$ cat src/rtl/fetch_unit.sv
// fetch_unit: one-outstanding instruction fetch with branch redirect and wrong-path discard.
// Define FETCH_MISALIGN_TRAP_EN to trap misaligned redirect targets instead of aligning them.
module fetch_unit #(
    parameter int XLEN = 32,
    parameter logic [XLEN-1:0] RESET_PC = '0
) (
    input  logic            clk,
    input  logic            reset_n,
    input  logic            load_new_program_counter,
    input  logic [XLEN-1:0] new_program_counter,
    output logic            mem_req,
    output logic [XLEN-1:0] mem_addr,
    input  logic            mem_ack,
    input  logic [XLEN-1:0] mem_rdata,
    output logic [XLEN-1:0] instruction,
    output logic [XLEN-1:0] program_counter,
    output logic            instr_valid,
    input  logic            instr_ready,
    output logic            fetch_fault
);
    localparam logic [2:0] BOOT = 3'd0, FETCH = 3'd1, HOLD = 3'd2, DISCARD = 3'd3, FAULT = 3'd4;

    logic [2:0] state, n_state;
    logic [XLEN-1:0] pending_pc, n_pend, n_addr, n_instr, n_pc, tgt, dest;
    logic pending_bad, n_pbad, n_req, n_valid, n_fault, bad, jump, dbad, redirect;

    assign redirect = load_new_program_counter;
`ifdef FETCH_MISALIGN_TRAP_EN
    assign tgt = new_program_counter;
    assign bad = |new_program_counter[1:0];
`else
    assign tgt = new_program_counter & ~XLEN'(3);
    assign bad = 1'b0;
`endif

    always_comb begin
        n_state = state;
        n_req = mem_req;
        n_addr = mem_addr;
        n_instr = instruction;
        n_pc = program_counter;
        n_valid = instr_valid;
        n_pend = pending_pc;
        n_pbad = pending_bad;
        n_fault = fetch_fault;
        jump = 1'b0;
        dest = tgt;
        dbad = bad;
        case (state)
            BOOT: begin
                jump = 1'b1;
                dest = redirect ? tgt : RESET_PC;
                dbad = redirect & bad;
            end
            FETCH: begin
                if (redirect && !mem_ack) begin
                    n_state = DISCARD;
                    n_pend = tgt;
                    n_pbad = bad;
                end else if (redirect) begin
                    jump = 1'b1;
                end else if (mem_ack) begin
                    n_instr = mem_rdata;
                    n_pc = mem_addr;
                    n_valid = 1'b1;
                    n_req = 1'b0;
                    n_state = HOLD;
                end
            end
            HOLD: begin
                jump = redirect | instr_ready;
                dest = redirect ? tgt : program_counter + XLEN'(4);
                dbad = redirect & bad;
            end
            DISCARD: begin
                if (redirect) begin
                    n_pend = tgt;
                    n_pbad = bad;
                end
                jump = mem_ack;
                dest = redirect ? tgt : pending_pc;
                dbad = redirect ? bad : pending_bad;
            end
`ifdef FETCH_MISALIGN_TRAP_EN
            FAULT: jump = redirect;
`endif
            default: n_state = BOOT;
        endcase
        // a bad destination parks in FAULT with the target shown as the PC, never fetched
        if (jump) begin
            n_valid = 1'b0;
            n_state = dbad ? FAULT : FETCH;
            n_req = !dbad;
            n_addr = dbad ? mem_addr : dest;
            n_pc = dbad ? dest : program_counter;
            n_fault = dbad;
        end
    end

    always_ff @(posedge clk) begin
        if (!reset_n) begin
            state <= BOOT;
            mem_req <= 1'b0;
            mem_addr <= RESET_PC;
            instruction <= '0;
            program_counter <= RESET_PC;
            instr_valid <= 1'b0;
            pending_pc <= RESET_PC;
            pending_bad <= 1'b0;
            fetch_fault <= 1'b0;
        end else begin
            state <= n_state;
            mem_req <= n_req;
            mem_addr <= n_addr;
            instruction <= n_instr;
            program_counter <= n_pc;
            instr_valid <= n_valid;
            pending_pc <= n_pend;
            pending_bad <= n_pbad;
            fetch_fault <= n_fault;
        end
    end
endmodule

$ cat config.mk
export PLATFORM = sky130hd
export DESIGN_NAME = fetch_unit
export DESIGN_NICKNAME = d
export VERILOG_FILES = /design/src/rtl/fetch_unit.sv
export SDC_FILE = /design/constraint.sdc
export NUM_CORES = 1
export LEC_CHECK = 0
export CAP_MARGIN = 20
export CORE_MARGIN = 2
export CORE_UTILIZATION = 50
export DETAILED_ROUTE_END_ITERATION = 12
export PLACE_DENSITY = 0.79
export SLEW_MARGIN = 20
export SYNTH_ARGS = -nofsm -noshare
export SYNTH_HDL_FRONTEND = slang
export SYNTH_SLANG_ARGS = --single-unit
$ cat constraint.sdc
create_clock -name clk -period 6.2 [get_ports clk]
set_input_delay 0.62 -clock clk [delete_from_list [all_inputs] [get_ports clk]]
set_output_delay 0.62 -clock clk [all_outputs]
set_load 0.05 [all_outputs]
==> impl_metrics.tcl, run 1 <==
set metrics [dict create \
    status "completed" \
    viasPerCell 5.85 \
    final_max_slew_viol_count 0 \
    crit_path_cell_trace "clkdlybuf4s50_1, o21ai_0, a211oi_4, o21ai_1, buf_4, or3_1, a21oi_1" \
    grt_pass1_wl_um 31300 \
    rsz0062_at_grt "no" \
    placedInstanceArea_um2 8130 \
    critPathMaxStageDelay_ps 1210 \
    layout.nets 1049 \
    die_y_um 117 \
    max_freq_mhz 262 \
    cpMaxStageDelayCell "clkdlybuf4s50_1" \
    area_growth_pct 35.9 \
    netlist_area_um2 6390 \
    cp-start-kind "primary input" \
    antenna_found_initial 0 \
    synth_cells 850 \
    fin_setup_tns_ps 0 \
    ctsResizeCount 0 \
    grt_max_degree 67 \
    track_usage 0.300 \
    vdd_ir_drop_max_mv 0.179 \
    worst-path-buf-inv 2 \
    diodes 0 \
    wl_per_cell_um 17.8 \
    cp-end-kind "register" \
    cts_buffers 17 \
    dr.first_iter.drc_count 705 \
    yosysSeqAreaShare 0.423 \
    cp.required_ps 6550 \
    die_area_um2 13700 \
    core_um2 12600 \
    clkTransAtPathRegs_ps 60 \
    antenna_left 0 \
    dp_hpwl_um 14200 \
    clock_latency_ps 430 \
    cts_hold_buf 0 \
    synthDistinctLibCells 57 \
    port_buffers 165 \
    tightest_slew_ps 1120 \
    skew_ps 7.16 \
    cp_max_fo 32 \
    cts_tree "built" \
    avgSynthCellArea_um2 7.51 \
    routed_wl_um 20700 \
    final_hold_viol_count 0 \
    setup_violations 0 \
    drive_gt1_frac 0.0535 \
    relSlewSlack 0.251 \
    drv_cap 0 \
    fin_area_um2 8680 \
    ioPinCount 168 \
    overflow 0 \
    post-cts-setup-buffer-count 0 \
    ff2ff_setup_slack_ps 2910 \
    drc_errors 0 \
    start_util 0.508 \
    cp.arrival_ps 4170 \
    critical_path_class "primary input to register" \
    yosysWarnings 0 \
    via_count 6808 \
    firstDrtPassIters 6 \
    yosys_most_used_dff "dfxtp_1" \
    whs_ps 452 \
    synth_edf_count 0 \
    synth_seq_cells 135 \
    async_flop_share 0 \
    critPathTopFamily "compound AO/OA/AOI/OAI gates" \
    fp.dieW_um 117 \
    root_buffer "clkbuf_16" \
    min_path_type "register to register" \
    period_minus_slack_ps 3820 \
    routabilityCongestion 0.942 \
    grt_pass1_vias 5702 \
    period_share 0.616 \
    ctsHtreeMaxLevel 4 \
    clk_path_buf_depth 2 \
    clock_sinks 135 \
    powerDensity_nw_per_um2 277 \
    rows 41 \
    p_leak_nw 3.05 \
    syn_nets 920 \
]
==> layout by cell type (no fill, tap or decap), types with 5 or more instances in the layout <==
cell type / Yosys / routed
nand2_1: 169 / 169
clkdlybuf4s50_1: 0 / 164
dfxtp_1: 135 / 135
a21oi_1: 118 / 118
nor2_1: 57 / 56
o21ai_0: 54 / 54
nand3_1: 33 / 33
nor3_1: 25 / 24
clkbuf_16: 0 / 17
a22oi_1: 14 / 14
xnor2_1: 14 / 14
buf_4: 0 / 13
inv_1: 12 / 12
a22o_1: 11 / 11
nand4_1: 9 / 9
and3_1: 10 / 9
a31oi_1: 10 / 9
o31ai_1: 7 / 7
o22ai_1: 7 / 7
clkbuf_8: 0 / 7
nor4_1: 6 / 6
a221oi_1: 6 / 6
o211ai_1: 6 / 6
mux2i_1: 6 / 6
a211oi_1: 7 / 6
or3_1: 5 / 5
o221ai_1: 5 / 5
clkbuf_1: 64 / 5
==> logic make-up after synthesis <==
family | count (synthesis) | share of synthesized area
muxes | 6 | 0.00940
adders and majority gates | 1 | 0.00196
and+or+nand+nor | 336 | 0.235
AOI/OAI and AO/OA | 272 | 0.257
xor gates and xnor gates | 18 | 0.0247
buffers and inverters | 82 | 0.0484
DFF | 135 | 0.423
==> metrics by stage <==
step	total power, W	util	worst slack (ps)	instances
after detailed placement	0.00148	0.647	2050	1132
final	0.00241	0.691	2380	1163
after floorplan	0.00128	-	3620	850
after global routing	0.00249	0.691	2290	1163
after global placement	0.00147	0.647	2100	1132
after CTS	0.00241	0.691	2500	1163
==> cell type report <==
| class | instances | area [µm²] |
|---|---|---|
| clock buffer | 29 | 541 |
| clock inverter | 2 | 10.0 |
| fill | 1051 | 3890 |
| inverter | 14 | 52.6 |
| multi-input combinational | 633 | 3420 |
| sequential | 135 | 2700 |
| tap | 172 | 215 |
| timing repair buffer | 178 | 1740 |
==> report_power, final <==
group / total [W] / switching [W] / internal (W)
Combinational: 0.000506 / 0.000329 / 0.000177
Sequential: 0.000962 / 0.0000466 / 0.000915
Clock: 0.000941 / 0.000359 / 0.000582
Total: 0.00241 / 0.000734 / 0.00167
==> worst min-delay path, cell delays in order (launching register included) <==
cell,delay [ps]
dfxtp_1,300
nand2_1,50
a21oi_1,50
==> sequential cells by signal (all words and copies together) (netlist names) <==
signal and flops:
instruction 32, mem_addr 32, pending_pc 32, program_counter 32, state 3, fetch_fault 1
instr_valid 1, mem_req 1, pending_bad 1
==> final timing paths <==
kind                                  from               to  depth (start not counted)
hold / removal             instruction[26]  instruction[26]                          2
setup reg to reg                  state[0]     mem_addr[21]                          7
hold reg to reg            instruction[26]  instruction[26]                          2
setup / recovery  load_new_program_counter     mem_addr[21]                          7
==> Yosys cell counts, drive strengths merged, types with 4 or more instances <==
library cell,n,area [µm²]
mux2i,6,60.1
a221oi,6,52.6
a21oi,118,591
buf,4,16.3
inv,13,48.8
nand2,169,634
clkbuf,64,240
and3,10,62.6
dfxtp,135,2700
and4,4,35.0
xor2,4,35.0
a31oi,10,62.6
o22ai,7,43.8
o31ai,7,52.6
or4,4,30.0
or3,5,31.3
nor4,7,50.1
o21ai,56,280
o21a,4,30.0
o221ai,5,43.8
a22oi,14,105
nand4,10,68.8
xnor2,14,123
a22o,11,96.3
nor2,57,214
nor3,25,125
a211oi,7,52.6
o211ai,6,45.0
nand3,33,165
==> routing by layer <==
metal / routed length, µm / vias to the layer above / global-route usage / share of wire
li1: - / 3278 / - / -
met1: 9070 / 3156 / 0.442 / 0.44
met2: 9300 / 344 / 0.435 / 0.45
met3: 2020 / 30 / 0.0618 / 0.097
met4: 358 / 0 / 0.102 / 0.017
met5: 0 / - / 0 / 0
Note: power is estimated with default switching activity, not from simulation.
==> run 2: changes to the inputs <==
--- a/config.mk
+++ b/config.mk
@@ -7,9 +7,9 @@
 export LEC_CHECK = 0
 export CAP_MARGIN = 20
 export CORE_MARGIN = 2
-export CORE_UTILIZATION = 50
+export CORE_UTILIZATION = 49
 export DETAILED_ROUTE_END_ITERATION = 12
-export PLACE_DENSITY = 0.79
+export PLACE_DENSITY = 0.77
 export SLEW_MARGIN = 20
 export SYNTH_ARGS = -nofsm -noshare
 export SYNTH_HDL_FRONTEND = slang
==> constraint.sdc (replaced) <==
create_clock -name clk -period 3.58 [get_ports clk]
set_input_delay 0.358 -clock clk [delete_from_list [all_inputs] [get_ports clk]]
set_output_delay 0.358 -clock clk [all_outputs]
set_load 0.05 [all_outputs]
==> run 2 against run 1 <==
- final cell count rose by 0.69%
- routed wire length rose by 2.4%
- sequential power rose by 73%
- clock-buffer cell count fell by 8
- clock skew fell by 3.7 ps
- critical endpoint is now program_counter[7]
- non-clock buffer count rose by 8
- flip-flop and latch count did not move
- worst setup slack got worse by 1500 ps
- clock power rose by 82%
- core utilization rose by 0.21 points
- sequential share of layout area fell by 0.35 points
==> impl_metrics.tcl, run 2 (synthesis results as in run 1) <==
set metrics [dict create \
    post-cts-setup-buffer-count 0 \
    routabilityCongestion 0.898 \
    cts_tree "built" \
    port_buffers 165 \
    root_buffer "clkbuf_16" \
    cpMaxStageDelayCell "dfxtp_1" \
    grt_pass1_vias 6168 \
    whs_ps 452 \
    relSlewSlack 0.334 \
    setup_violations 0 \
    grt_pass1_wl_um 33500 \
    final_cell_mix "nand2_1 (169), clkdlybuf4s50_1 (164), dfxtp_1 (135)" \
    crit_path_cell_trace "nand2b_1, nor3_2, buf_4, o21ai_1, nor2_1, a32o_1" \
    area_growth_pct 37.5 \
    drive_gt1_frac 0.0641 \
    clock_latency_ps 420 \
    period_share 0.767 \
    tightest_slew_ps 997 \
    final_common_cell "nand2_1" \
    p_comb_frac 0.211 \
    via_count 6871 \
    start_util 0.504 \
    core_um2 12700 \
    min_to "instruction[2]" \
    firstDrtPassIters 5 \
    critical_path_class "register to register" \
    critPathMaxStageDelay_ps 970 \
    die_y_um 118 \
    period_minus_slack_ps 2750 \
    viasPerCell 5.87 \
    grt_max_degree 55 \
    ctsResizeCount 0 \
    dpl_worst_slack_ps 766 \
    powerDensity_nw_per_um2 486 \
    p_clk_frac 0.401 \
    skew_ps 3.50 \
    drc_errors 0 \
    max_freq_mhz 364 \
    hp-start "instruction[2]" \
    antenna_left 0 \
    p_sw_w 0.00130 \
    track_usage 0.301 \
    min_path_type "register to register" \
    dp.cells 1140 \
    worst-path-buf-inv 1 \
    reg2reg_depth 6 \
    routed_wl_um 21300 \
    rows 41 \
    rr_endpoint "program_counter[7]" \
    diodes 0 \
    ioPinCount 168 \
    p_int_w 0.00296 \
    vdd_ir_drop_max_mv 0.223 \
    p_seq_frac 0.389 \
    holdPathStages 2 \
    dr.first_iter.drc_count 733 \
    drv_cap 0 \
    cp_max_fo 34 \
    die_area_um2 14000 \
    layout.nets 1057 \
    clkTransAtPathRegs_ps 60 \
    ff2ff_setup_slack_ps 830 \
    dp_hpwl_um 14300 \
    final_hold_viol_count 0 \
    clock_sinks 135 \
    final_cells 1171 \
    r2r-start "state[2]" \
    wl_per_cell_um 18.2 \
    ctsHtreeMaxLevel 4 \
    status "completed" \
    cp.arrival_ps 3060 \
    final_max_slew_viol_count 0 \
    fp.dieW_um 118 \
    cp-end-kind "register" \
    cts_hold_buf 0 \
    cp.required_ps 3890 \
    overflow 0 \
    critPathTopFamily "flip-flops" \
    cts_buffers 17 \
    cp-start-kind "register" \
    antenna_found_initial 0 \
    fin_setup_tns_ps 0 \
    worst_slack_ps 834 \
    p_sw_frac 0.305 \
    total_power_w 0.00427 \
    p_leak_nw 3.11 \
    clk_path_buf_depth 2 \
    rsz0062_at_grt "no" \
]
-- run 2: cell types whose count changed in the layout (fill, tap and decap cells not counted), moves of 2 or more --
cell / before / now
clkinv_2: 2 / 7
buf_12: 0 / 2
buf_4: 13 / 19
clkbuf_8: 7 / 3
bufinv_16: 0 / 2
clkbuf_1: 5 / 1
-- run 2: cell type report --
type | count | area (µm²)
Multi-Input combinational cell | 633 | 3410
Sequential cell | 135 | 2700
Clock inverter | 10 | 103
Tap cell | 172 | 215
Clock buffer | 21 | 470
Fill cell | 1084 | 3890
Timing Repair Buffer | 186 | 1830
Inverter | 14 | 52.6
-- run 2: power by group through the flow --
stage               Clock (W)  Combinational, W  Sequential [W]
detailed placement          0          0.000883         0.00169
finish                0.00171          0.000899         0.00166
global placement            0          0.000874         0.00169
floorplan                   0          0.000323         0.00189
global route          0.00179          0.000951         0.00167
CTS                   0.00172          0.000887         0.00166
-- run 2: worst register-to-register path: cells and delay by family (launching register included) --
kind	cells	cell delay, ps
and+or+nand+nor	3	510
DFF	1	970
buffers and inverters	1	260
AOI/OAI and AO/OA	2	900
-- run 2: stage by stage --
step | utilization | area, µm²
4_1_cts | 0.693 | 8780
3_3_place_gp | 0.648 | 8210
5_1_grt | 0.693 | 8780
2_1_floorplan | - | 6390
6_report | 0.693 | 8780
3_5_place_dp | 0.648 | 8210
-- run 2: routing by layer --
| metal | vias to the layer above | GRT usage | share of wire |
|---|---|---|---|
| met3 | 45 | 0.0912 | 0.10 |
| li1 | 3299 | - | - |
| met5 | - | 0 | 0 |
| met4 | 0 | 0.108 | 0.025 |
| met1 | 3164 | 0.418 | 0.43 |
| met2 | 363 | 0.442 | 0.44 |
-- run 2: worst max-delay path by stage --
stage                                endpoint  slack [ps]  depth (start not counted)                     start
after floorplan                  mem_addr[27]        1000                          7        program_counter[4]
after global placement    program_counter[12]         780                          6                   mem_ack
after detailed placement  program_counter[12]         770                          7  load_new_program_counter
after CTS                        mem_addr[27]         870                          6        program_counter[2]
after global routing      program_counter[27]         630                          6        program_counter[2]
final                      program_counter[7]         830                          6                  state[2]
